### src/rtl/bin_to_bcd_serial_pkg.sv
// Shared constants for the binary-to-BCD display path: FSM encodings and the
// saturated display code.
package bin_to_bcd_serial_pkg;

  localparam logic [1:0] ST_IDLE  = 2'd0;
  localparam logic [1:0] ST_SHIFT = 2'd1;
  localparam logic [1:0] ST_DONE  = 2'd2;

  localparam logic [7:0] BCD_SAT_VALUE = 8'h99;

endpackage

### src/rtl/bin_to_bcd_serial_add3.sv
// One BCD digit correction cell for double-dabble: digits of 5 or more get +3
// so the following left shift carries correctly into the next decade.
module bcd_add3_digit (
  input  logic [3:0] din,
  output logic [3:0] dout
);

  always_comb begin
    dout = din;
    if (din >= 4'd5) dout = din + 4'd3;
  end

endmodule

### src/rtl/bin_to_bcd_serial.sv
// Serial double-dabble converter, one shift per clock, with registered results
// that hold between conversions and feed the two-digit seven-segment decoder.
//
// state    | meaning
// ---------+-----------------------------------------------------------
// ST_IDLE  | waiting for start; results hold the last conversion
// ST_SHIFT | add-3 correction then one left shift of {acc,sh} per edge
// ST_DONE  | final digits in acc; next edge publishes them and pulses done
module bin_to_bcd_serial
  import bin_to_bcd_serial_pkg::*;
#(
  parameter int IW  = 8,
  parameter int ND  = 3,
  parameter int SAT = 1
) (
  input  logic            clk,
  input  logic            reset,
  input  logic            start,
  input  logic [IW-1:0]   bin,
  output logic            busy,
  output logic            done,
  output logic [4*ND-1:0] bcd,
  output logic [7:0]      disp_byte,
  output logic            overflow
);

  localparam int CW = $clog2(IW + 1);

  logic [1:0]      state;
  logic [4*ND-1:0] acc;
  logic [4*ND-1:0] acc_adj;
  logic [IW-1:0]   sh;
  logic [CW-1:0]   cnt;
  logic            ovf_next;

  for (genvar g = 0; g < ND; g++) begin : g_digit
    bcd_add3_digit u_digit (
      .din  (acc[4*g +: 4]),
      .dout (acc_adj[4*g +: 4])
    );
  end

  // Anything in the hundreds digit or above cannot be shown on two digits.
  assign ovf_next = |acc[4*ND-1:8];

  always_ff @(posedge clk or posedge reset) begin
    if (reset) begin
      state     <= ST_IDLE;
      acc       <= '0;
      sh        <= '0;
      cnt       <= '0;
      busy      <= 1'b0;
      done      <= 1'b0;
      bcd       <= '0;
      disp_byte <= 8'h00;
      overflow  <= 1'b0;
    end else begin
      done <= 1'b0;
      case (state)
        ST_IDLE: begin
          if (start) begin
            sh    <= bin;
            acc   <= '0;
            cnt   <= CW'(IW);
            busy  <= 1'b1;
            state <= ST_SHIFT;
          end
        end
        ST_SHIFT: begin
          {acc, sh} <= {acc_adj[4*ND-2:0], sh, 1'b0};
          cnt       <= cnt - 1'b1;
          if (cnt == CW'(1)) state <= ST_DONE;
        end
        ST_DONE: begin
          bcd       <= acc;
          overflow  <= ovf_next;
          disp_byte <= ((SAT != 0) && ovf_next) ? BCD_SAT_VALUE : acc[7:0];
          done      <= 1'b1;
          busy      <= 1'b0;
          state     <= ST_IDLE;
        end
        default: begin
          busy  <= 1'b0;
          state <= ST_IDLE;
        end
      endcase
    end
  end

endmodule

### config.mk
export PLATFORM = sky130hd
export DESIGN_NAME = bin_to_bcd_serial
export DESIGN_NICKNAME = d
export VERILOG_FILES = /design/src/rtl/bin_to_bcd_serial_pkg.sv /design/src/rtl/bin_to_bcd_serial_add3.sv /design/src/rtl/bin_to_bcd_serial.sv
export SDC_FILE = /design/constraint.sdc
export NUM_CORES = 1
export LEC_CHECK = 0
export CELL_PAD_IN_SITES_DETAIL_PLACEMENT = 2
export CELL_PAD_IN_SITES_GLOBAL_PLACEMENT = 2
export CORE_ASPECT_RATIO = 0.8
export CORE_MARGIN = 4
export CORE_UTILIZATION = 30
export CTS_CLUSTER_DIAMETER = 30
export DETAILED_ROUTE_END_ITERATION = 7
export HOLD_SLACK_MARGIN = 0.15
export PLACE_DENSITY = 0.76
export SLEW_MARGIN = 20
export SYNTH_ARGS = -nofsm -noshare
export SYNTH_HDL_FRONTEND = slang
export SYNTH_SLANG_ARGS = --single-unit
### constraint.sdc
create_clock -name clk -period 1.9 [get_ports clk]
set_clock_uncertainty 0.15 [all_clocks]
set_input_delay 0.57 -clock clk [delete_from_list [all_inputs] [get_ports clk]]
set_output_delay 0.57 -clock clk [all_outputs]
set_load 0.01 [all_outputs]
* Yosys cells after proc, flatten, opt, wreduce, memory -nomap -nowiden
Index checks and enable logic that the tools add are counted.
Word-level totals: memories 0, logic and storage cells 44, input port bits 11, ROM bits 0, RAM bits 0, latch bits 0, output and inout bits 23, register bits after elaboration 49
Cells by class: reduce and logical (&&, ||, !) cells 6, eq/ne operators 5, add/subtract/negate cells 4, bitwise operators 1, magnitude comparators 3, multiplexer cells 16, multipliers 0, shifts and indexed selects 0, divide/modulo/power cells 0
Operator list (count):
- 12-bit case mux with 2 select lines | 1
- 8-bit two-way mux | 2
- 8-bit case mux with 2 select lines | 1
- 4-bit by 3-bit greater-or-equal comparator with 1-bit output, second input constant | 3
- 12-bit two-way mux | 1
- 4-bit two-way mux | 3
- 4-bit by 2-bit adder with 4-bit output, second input constant | 2
- 4-bit case mux with 2 select lines | 1
- 2-bit AND reduction | 3
- 4-bit by 1-bit == test with 1-bit output, second input constant | 1
- 2-bit two-way mux | 2
- 2-bit inequality test, second input constant | 2
- 2-bit case mux with 2 select lines | 1
- 4-bit OR reduction | 1
- 4-bit by 1-bit subtractor with 4-bit output, second input constant | 1
- 3-bit by 2-bit adder with 3-bit output, second input constant | 1
- 3-bit two-way mux | 1
- 2-bit by 1-bit == test with 1-bit output, second input constant | 1
- 2-bit == test, second input constant | 1
- 2-bit logical NOT | 1
- 1-bit two-way mux | 2
- 1-bit case mux with 2 select lines | 1
- 2-bit nonzero test | 1
- 1-bit inverter | 1

* Depth between registers and ports, before layout
word-level depth 3, mapped depth 6, depth with buffers taken out 6

* Cells and area by module
Synthesis repeated with hierarchy kept, for this count alone.
Unflattened totals: cell total of the unflattened synthesis 223, area, all modules 2245.9 um^2
By module, submodules not included:
- bin_to_bcd_serial | area each 1941.9 um^2, cells an instance 175, times used 1, seq. area each 1226.2 um^2
- bcd_add3_digit | area each 101.3 um^2, cells an instance 16, times used 3, seq. area each 0.0 um^2

* Worst setup path after synthesis
No wires, ideal clock.
kind register to register, start point reg acc[4], end point reg acc[6], stages on the path, launching flop included 7, period minus slack after synthesis 1536 ps, slack 364 ps, arrival 1265 ps, cell sequence dfrtp_1 inv_1 ha_1 nand2b_1 a21oi_1 mux2i_1 a22o_1
Between the ends: cells in the longest elaborated chain, start to end 3, elaborated cells between the ends (all ways) 4, those cells by class add/sub: 1; order compare: 1; mux: 2
Ends and longest elaborated chain:
- start: declaration | line bin_to_bcd_serial.sv:30 | logic [4*ND-1:0] acc;
- start signal: assignment | line bin_to_bcd_serial.sv:70 | {acc, sh} <= {acc_adj[4*ND-2:0], sh, 1'b0};
- 4-bit by 2-bit adder with 4-bit output or 4-bit by 3-bit greater-or-equal comparator with 1-bit output (tied branches) | line bin_to_bcd_serial_add3.sv:10 | if (din >= 4'd5) dout = din + 4'd3;
- 4-bit two-way mux * | line bin_to_bcd_serial_add3.sv:10
- 12-bit case mux with 2 select lines * | line bin_to_bcd_serial.sv:59 | case (state)
Mark *: on every way between the ends. The rest lies on a longest branch, timed or not. A chain may end at the register's enable or synchronous reset.

* Worst setup path in the final report
start point reg acc[5], end point reg acc[6]
Same word-level chain as after synthesis.

==> flow_metrics.env <==
export IMPL_synth_nets=236
export IMPL_grt_pass1_vias=2050
export IMPL_dr_pass1_iters=4
export IMPL_routedWlPerCell_um=17.11
export IMPL_post_cts_buffers=0
export IMPL_die_area_um2=8784
export IMPL_cts_max_level=2
export IMPL_dr_total_vias=1744
export IMPL_pwr_share_seq_pct=39.0
export IMPL_synth_distinct_cells=32
export IMPL_period_needed_ns=1.793
export IMPL_multi_input_area_um2=874.6
export IMPL_slew_violations=0
export IMPL_diodes=0
export IMPL_setup_violations=0
export IMPL_totalWireLength_um=5987
export IMPL_path_max_fanout=6
export IMPL_maxSlewHeadroom_pct=78.09
export IMPL_nFillCells=755
export IMPL_die_w_um=103.8
export IMPL_ant_nets=0
export IMPL_hold_viol=0
export IMPL_p_per_area_nw_per_um2=1668
export IMPL_sw_frac_of_total_pct=38.52
export IMPL_yosys_warnings=0
export IMPL_grt_antenna_before_repair=0
export IMPL_cp_required_ns=1.99
export IMPL_grt_usage_pct=14.78
export IMPL_grt_met3_usage_pct=2.767
export IMPL_slowest_stage="dfrtp_1"
export IMPL_critPathKind="register to register"
export IMPL_status="finished, final reports clean"
export IMPL_grt_pass1_wl_um=10460
export IMPL_drv_cap=0
export IMPL_setup_tns_ns=0
export IMPL_clk_latency_ns=0.30
export IMPL_synth_seq_cells=49
export IMPL_ff_latch_area_um2=1226
export IMPL_grt_util_met2_pct=26.60
export IMPL_dieHeight_um=84.63
export IMPL_grt_max_degree=21
export IMPL_final_cell_count_no_fill=350
export IMPL_start_util_pct=31.49
export IMPL_combPwrFrac_pct=44.4
export IMPL_worst_slew_pin_slew_ns=0.3261
export IMPL_cts_root_buf="clkbuf_8"
export IMPL_gp_congestion=0.8094
export IMPL_power_mw=4.706
export IMPL_final_cell_mix="dfrtp_1, nand2_1, dlygate4sd2_1"
export IMPL_cts_tree="built"
export IMPL_hold_class="register to register"
export IMPL_p_switching_mw=1.813
export IMPL_drive_above_1_share_pct=11.41
export IMPL_crit_path_end_kind="register"
export IMPL_path_cells="inv_1 > ha_1 > nand2b_1 > a21oi_1 > mux2i_1 > a22o_1"
export IMPL_clock_path_buffers=2
export IMPL_port_buffer_count=33
export IMPL_vias_per_cell=4.983
export IMPL_io_pins=34
export IMPL_cell_internal_pwr_mw=2.893
export IMPL_drcViolationCount=0
export IMPL_placed_cells=342
export IMPL_use_met1_pct=18.29
export IMPL_arrival_ns=1.89
export IMPL_syn_area_per_cell_um2=10.19
export IMPL_synth_area_um2=2202
export IMPL_row_count=27
export IMPL_rsz0062_at_grt="no"
export IMPL_path_clk_slew_ns=0.09
export IMPL_utilization_pct=40.35
export IMPL_initialDrtViolationCount=49
export IMPL_syn_inst=216
export IMPL_fp_coreArea_um2=6993
export IMPL_fin_crit_sh_pct=94.38
export IMPL_p_leak_nw=1.384
export IMPL_critPathLaunchType="register"
export IMPL_ir_worst_vdd_mv=0.4429
export IMPL_cts_sink_count=49
export IMPL_power_frac_clock_pct=16.7
export IMPL_cts_hold_buf=0
export IMPL_final_common_cell="dfrtp_1"
export IMPL_area_growth_pct=28.13
export IMPL_fmax_ghz=0.5576
export IMPL_top_usage_layer="met2"
export IMPL_cpPeakStageDelay_ns=0.41
export IMPL_cts_buffers=5
export IMPL_ys_seq_area_share_pct=55.68
export IMPL_fin_nets=282
export IMPL_hpwl_um=4446
export IMPL_grt_ovfl_total=0
metal layers:
layer	up-vias	routed length, um
li1	825	-
met1	894	2811
met2	20	2999
met3	5	121
met4	0	54
met5	-	0
critical path, delay by kind of cell, from the launching register on:
| kind | cells | cell delay [ns] |
|---|---|---|
| buf+inv | 1 | 0.17 |
| fa+ha+maj | 1 | 0.25 |
| flops | 1 | 0.41 |
| simple gates | 1 | 0.09 |
| mux | 1 | 0.25 |
| compound gates | 2 | 0.42 |
metrics by stage:
step                      setup slack [ns]  hold WS, ns  cell area [um2]
final                               0.1067       0.3327             2821
after global routing              0.005581       0.3753             2821
after CTS                          0.08290       0.3438             2818
after detailed placement          -0.09532       0.3283             2730
after global placement            -0.03626       0.3093             2730
after floorplan                   0.007181       0.2985             2202
worst paths after layout:
check,startpoint,end,slack [ns],depth (start not counted)
min in group asynchronous,reset,acc[11],0.39,2
max in group asynchronous,reset,state[0],0.79,3
setup / recovery,acc[5],acc[6],0.11,6
hold reg to reg,bcd[8],bcd[8],0.33,2
setup reg to reg,acc[5],acc[6],0.11,6
hold / removal,bcd[8],bcd[8],0.33,2
layout make-up:
class / count / area share [%]
clock buffers: 7 / 3.060
well taps: 87 / 3.858
inverters: 11 / 1.463
multi-input cells: 145 / 31.00
flip-flops and latches: 49 / 43.46
repair buffers: 50 / 16.10
clock inverters: 1 / 1.064
synth_stat cells:
master	number	area, um2
xnor2_1	3	26.28
nor2_2	1	6.260
a21oi_1	15	75.07
buf_6	2	22.52
nor2_1	11	41.29
o21ai_0	12	60.06
o31ai_1	3	22.52
inv_2	1	3.750
inv_1	10	37.54
ha_1	9	112.6
o21ai_1	9	45.04
nor2b_1	1	6.260
and2_1	1	6.260
mux2i_1	4	40.04
buf_4	1	7.510
clkbuf_1	5	18.77
nor3_1	1	5.000
nor3_2	1	10.01
a22o_1	6	52.55
nand3b_1	1	7.510
o22ai_1	6	37.54
and3_1	1	6.260
nand2b_1	6	37.54
nor3b_1	8	60.06
a32o_1	3	30.03
a22oi_1	1	7.510
buf_2	3	15.01
dfrtp_1	49	1226
nand2_1	38	142.6
a31oi_1	1	6.260
or2_4	1	8.760
o22a_1	2	17.52
flip-flops by register name, indices dropped and copies added, names as in the netlist:
register   count
bcd           12
busy           1
disp_byte      8
sh             8
overflow       1
state          2
done           1
cnt            4
acc           12
power groups by stage:
stage	clock, mW	sequential, mW	combinational (mW)
after floorplan	0	1.86	1.23
final	0.785	1.83	2.09
after global placement	0	1.83	2.12
after CTS	0.798	1.84	2.12
after global routing	0.841	1.91	2.36
after detailed placement	0	1.86	2.23
repair_timing:
item	CTS	global route
hold endpoints to repair	0	0
resized for setup	23	1
endpoints found under the setup margin	23	1
kinds of logic after synthesis:
logic type / share of synthesized area (%)
AOI/OAI and AO/OA: 16.08
xor gates and xnor gates: 1.193
adders and majority gates: 5.114
buffers and inverters: 4.773
DFF: 55.68
muxes: 1.818
and+or+nand+nor: 15.34
No activity file was read; power rests on OpenSTA's default activity.
